<file path="src/rtl/arith_shift_sequencer.sv">
// arith_shift_sequencer: multi-cycle 4-bit arithmetic shifter.
// A start request in IDLE captures one operand (A or B), a direction and a
// shift distance. The block then performs one 1-bit shift per SHIFT cycle and
// publishes the result on `out` as it enters DONE.
// Optional feature: define ARITH_SHIFT_OVF_EN to add the `ovf` output.
// `ovf` is a sticky flag that reports a sign change during left shifts.
//
// Handshake: start is a request pulse that is only honoured in IDLE. While
// busy is high, or during the single done cycle, start is dropped and is not
// queued. done is a one-cycle pulse, and out/ovf are valid from that cycle
// until the next completion.
module arith_shift_sequencer (
  input  logic       clk,
  input  logic       rst,
  input  logic       start,
  input  logic [3:0] A,
  input  logic [3:0] B,
  input  logic [1:0] Sel,
  input  logic [2:0] amount,
  output logic [3:0] out,
  output logic       busy,
  output logic       done
`ifdef ARITH_SHIFT_OVF_EN
  ,
  output logic       ovf
`endif
);

  typedef enum logic [1:0] {
    IDLE  = 2'd0,
    SHIFT = 2'd1,
    DONE  = 2'd2
  } state_t;

  state_t     state;
  logic [2:0] count;
  logic [3:0] r;
  logic       dir_left;
  logic [3:0] operand;
  logic [3:0] shifted;

`ifdef ARITH_SHIFT_OVF_EN
  logic       ovf_acc;
  logic       step_ovf;
`endif

  // Operand selection and the one-step arithmetic shift of the working register
  always_comb begin
    operand = Sel[1] ? B : A;
    shifted = dir_left ? {r[2:0], 1'b0} : {r[3], r[3:1]};
  end

`ifdef ARITH_SHIFT_OVF_EN
  // A left step changes the sign when the two top bits differ before the step
  always_comb begin
    step_ovf = dir_left & (r[3] ^ r[2]);
  end
`endif

  assign busy = (state == SHIFT);
  assign done = (state == DONE);

  // Sequencer FSM: capture, one shift per cycle, then register the result
  always_ff @(posedge clk) begin
    if (rst) begin
      state    <= IDLE;
      count    <= 3'd0;
      r        <= 4'd0;
      dir_left <= 1'b0;
      out      <= 4'd0;
`ifdef ARITH_SHIFT_OVF_EN
      ovf_acc  <= 1'b0;
      ovf      <= 1'b0;
`endif
    end else begin
      case (state)
        IDLE: begin
          if (start) begin
            r        <= operand;
            dir_left <= Sel[0];
            count    <= amount;
`ifdef ARITH_SHIFT_OVF_EN
            ovf_acc  <= 1'b0;
`endif
            if (amount == 3'd0) begin
              // A zero-distance shift completes immediately with the operand
              out   <= operand;
`ifdef ARITH_SHIFT_OVF_EN
              ovf   <= 1'b0;
`endif
              state <= DONE;
            end else begin
              state <= SHIFT;
            end
          end
        end
        SHIFT: begin
          r     <= shifted;
          count <= count - 3'd1;
`ifdef ARITH_SHIFT_OVF_EN
          ovf_acc <= ovf_acc | step_ovf;
`endif
          if (count == 3'd1) begin
            out   <= shifted;
`ifdef ARITH_SHIFT_OVF_EN
            ovf   <= ovf_acc | step_ovf;
`endif
            state <= DONE;
          end
        end
        DONE: begin
          state <= IDLE;
        end
        default: begin
          state <= IDLE;
        end
      endcase
    end
  end

endmodule

</file>
<file path="config.mk">
export PLATFORM = sky130hd
export DESIGN_NAME = arith_shift_sequencer
export DESIGN_NICKNAME = d
export VERILOG_FILES = /design/src/rtl/arith_shift_sequencer.sv
export SDC_FILE = /design/constraint.sdc
export NUM_CORES = 1
export LEC_CHECK = 0
export CAP_MARGIN = 30
export CORE_UTILIZATION = 45
export DETAILED_ROUTE_END_ITERATION = 8
export PLACE_DENSITY = 0.76
export SLEW_MARGIN = 20
export SYNTH_ARGS = -nofsm -noshare
export SYNTH_HDL_FRONTEND = slang
export SYNTH_SLANG_ARGS = --single-unit
</file>
<file path="constraint.sdc">
create_clock -name clk -period 2.6 [get_ports clk]
set_input_delay 0.52 -clock clk [delete_from_list [all_inputs] [get_ports clk]]
set_output_delay 0.52 -clock clk [all_outputs]
set_load 0.01 [all_outputs]
</file>
==> impl_metrics.json <==
{
  "final_cell_count_no_fill": 118,
  "failed_checks": "design-rule violations",
  "cts_hold_buffers": 0,
  "vias_per_cell": 5.42,
  "htreeDepth": 1,
  "syn_area_per_cell_um2": 9.40,
  "cp_data_arrival_time_ns": 1.50,
  "syn_area_um2": 771,
  "setup_ws_ns": 0.584,
  "place_congestion": 0.743,
  "yosysTopAreaCell": "dfxtp_1",
  "via_count": 639,
  "wirelength_um": 1550,
  "max_clock_freq_ghz": 0.496,
  "port_buffers": 21,
  "antenna_found_initial": 0,
  "slew_headroom": 0.577,
  "antenna_cells": 0,
  "yosysMostFrequentCell": "mux2i_1",
  "pre_cts_slack_ns": 0.478,
  "ys_seq_area_frac": 0.364,
  "fin_crit_ns": 2.02,
  "drt-initial-drc-count": 9,
  "end_kind": "output port",
  "syn_inst": 82,
  "cts_setup_buffers": 0,
  "cts_resized": 0,
  "chipWidth_um": 43.4,
  "hp-class": "reg -> reg",
  "holdPathStages": 2,
  "dp_hpwl_um": 1130,
  "clock_latency_ns": 0.28,
  "cts_root_buf": "clkbuf_4",
  "initial_core_util": 0.494,
  "num_rows": 14,
  "drt-wirelength-per-cell_um": 13.1,
  "final_antenna_net_count": 0,
  "ys.flop_type": "dfxtp_1",
  "worst_slew_pin_slew_ns": 0.634,
  "ys_seq_elements": 14,
  "status": "finished with violations",
  "fp.dieH_um": 43.4,
  "timing.rr.end": "r[3]",
  "gr-total-overflow": 0,
  "hp-start": "r[0]",
  "yosysUniqueCellTypes": 22,
  "clkTransAtPathRegs_ns": 0.08,
  "worstReg2RegStart": "state[0]",
  "synth.top_cells.by_count": "mux2i_1 (15), dfxtp_1 (14), a21oi_1 (10)",
  "dpl_cell_area_um2": 971,
  "rsz0062_at_grt": "false",
  "hold_viol": 0,
  "dieArea_mm2": 0.00188,
  "fin_area_um2": 993,
  "synthTopCellsByArea": "dfxtp_1 (36%), mux2i_1 (19%), a21oi_1 (6.5%)",
  "nets": 122,
  "cellPowerDensity_mw_per_mm2": 509,
  "ir_worst_vdd_uv": 352,
  "grt_usage": 0.191,
  "r2r_setup_slack_ns": 1.06,
  "synth_warnings": 0,
  "synth_edf_count": 0,
  "p_leak_uw": 0.000411,
  "grt_pass1_vias": 640,
  "cts_buffers": 3,
  "ios": 22,
  "clkSinkCount": 14,
  "area_growth_syn_to_layout_pct": 28.9,
  "crit_type": "reg -> out",
  "rr_worst_depth": 5,
  "period_share": 0.775,
  "fin_tns_setup_ns": 0,
  "grt_first_pass_wirelength_um": 2600,
  "grt_start_max_net_pins": 18,
  "startpoint_type": "register",
  "clk_path_buf_depth": 2,
  "drcViolationCount": 4,
  "drv_cap": 0,
  "skew_ns": 0.00935,
  "tritoncts": "built",
  "first_pass_iters": 6,
  "async_flop_share": 0,
  "hold_path_end": "r[0]",
  "core-area_mm2": 0.00156,
  "crit_required_ns": 2.08,
  "layout-drive-gt1-share": 0.0882,
  "dp.cells": 115,
  "yosysTopAreaCellShare": 0.364,
  "setup_viol": 0,
  "drv_slew": 0,
  "critPathMaxFanout": 6,
  "synth_nets": 100
}
-- per-layer routing --
| metal | global-route usage | wire, µm | vias to the layer above |
|---|---|---|---|
| met2 | 0.288 | 660 | 20 |
| met4 | 0.0938 | 18 | 0 |
| met1 | 0.236 | 749 | 286 |
| met3 | 0.0792 | 120 | 2 |
| li1 | - | - | 331 |
| met5 | 0 | 0 | - |
-- critical path, cell delays in order, from the launching register on --
cell and delay, ns:
dfxtp_1 0.46, nor2b_2 0.21, clkdlybuf4s50_1 0.55
-- worst max-delay path by stage --
stage                     slack [ns]      from  endpoint  cells after the start
after floorplan                 1.23  state[0]      busy                      3
after global placement          0.53     start  count[1]                      5
after detailed placement        0.48     start  count[1]                      5
after CTS                       0.56  state[0]      busy                      2
after global routing            0.49  state[0]      busy                      2
final                           0.58  state[0]      busy                      2
-- layout make-up --
type / count / area [µm²]
fillers: 138 / 566
multi-input cells: 60 / 442
flip-flops and latches: 14 / 280
repair buffers: 22 / 218
clock buffers: 3 / 22.5
well taps: 16 / 20.0
inverters: 3 / 11.3
-- power breakdown --
part	leakage (µW)	internal, µW	switching [µW]
sequential	0.000115	233	15.4
combinational	0.000282	73.4	66.4
clock	0.0000138	53.7	63.5
total	0.000411	360	145
-- through the flow --
step | total power, µW | utilization | hold WS [ns]
after global placement | 390 | 0.623 | 0.443
after CTS | 512 | 0.637 | 0.476
after floorplan | 348 | - | 0.432
after detailed placement | 392 | 0.623 | 0.463
after global routing | 540 | 0.637 | 0.497
final | 505 | 0.637 | 0.476
-- sequential cells by signal, summed over array words and instances (netlist names) --
| signal | count |
|---|---|
| out | 4 |
| count | 3 |
| r | 4 |
| dir_left | 1 |
| state | 2 |
-- layout by cell type (no fill, tap or decap), drive strengths merged --
cell type      netlist  routed
ha                   2       2
a21oi               10      10
a32oi                1       1
nor3                 3       3
a211oi               2       2
mux2i               15      15
nor2b                3       3
inv                  3       3
buf                  4       1
clkdlybuf4s50        0      21
dfxtp               14      14
and3b                1       1
clkbuf               1       3
nand2b               2       2
nor2                 7       7
nand2                6       6
nor3b                1       1
nand4bb              1       1
o21ai                5       5
a22oi                1       1
-- logic make-up (layout without fill, tap and decap cells) --
logic type      after synthesis  count (layout)  synth area share
buf+inv                       8              28            0.0633
compound gates               19              19             0.169
flops                        14              14             0.364
mux                          15              15             0.195
simple gates                 24              24             0.177
fa+ha+maj                     2               2            0.0325
(Power assumes the default switching activity.)
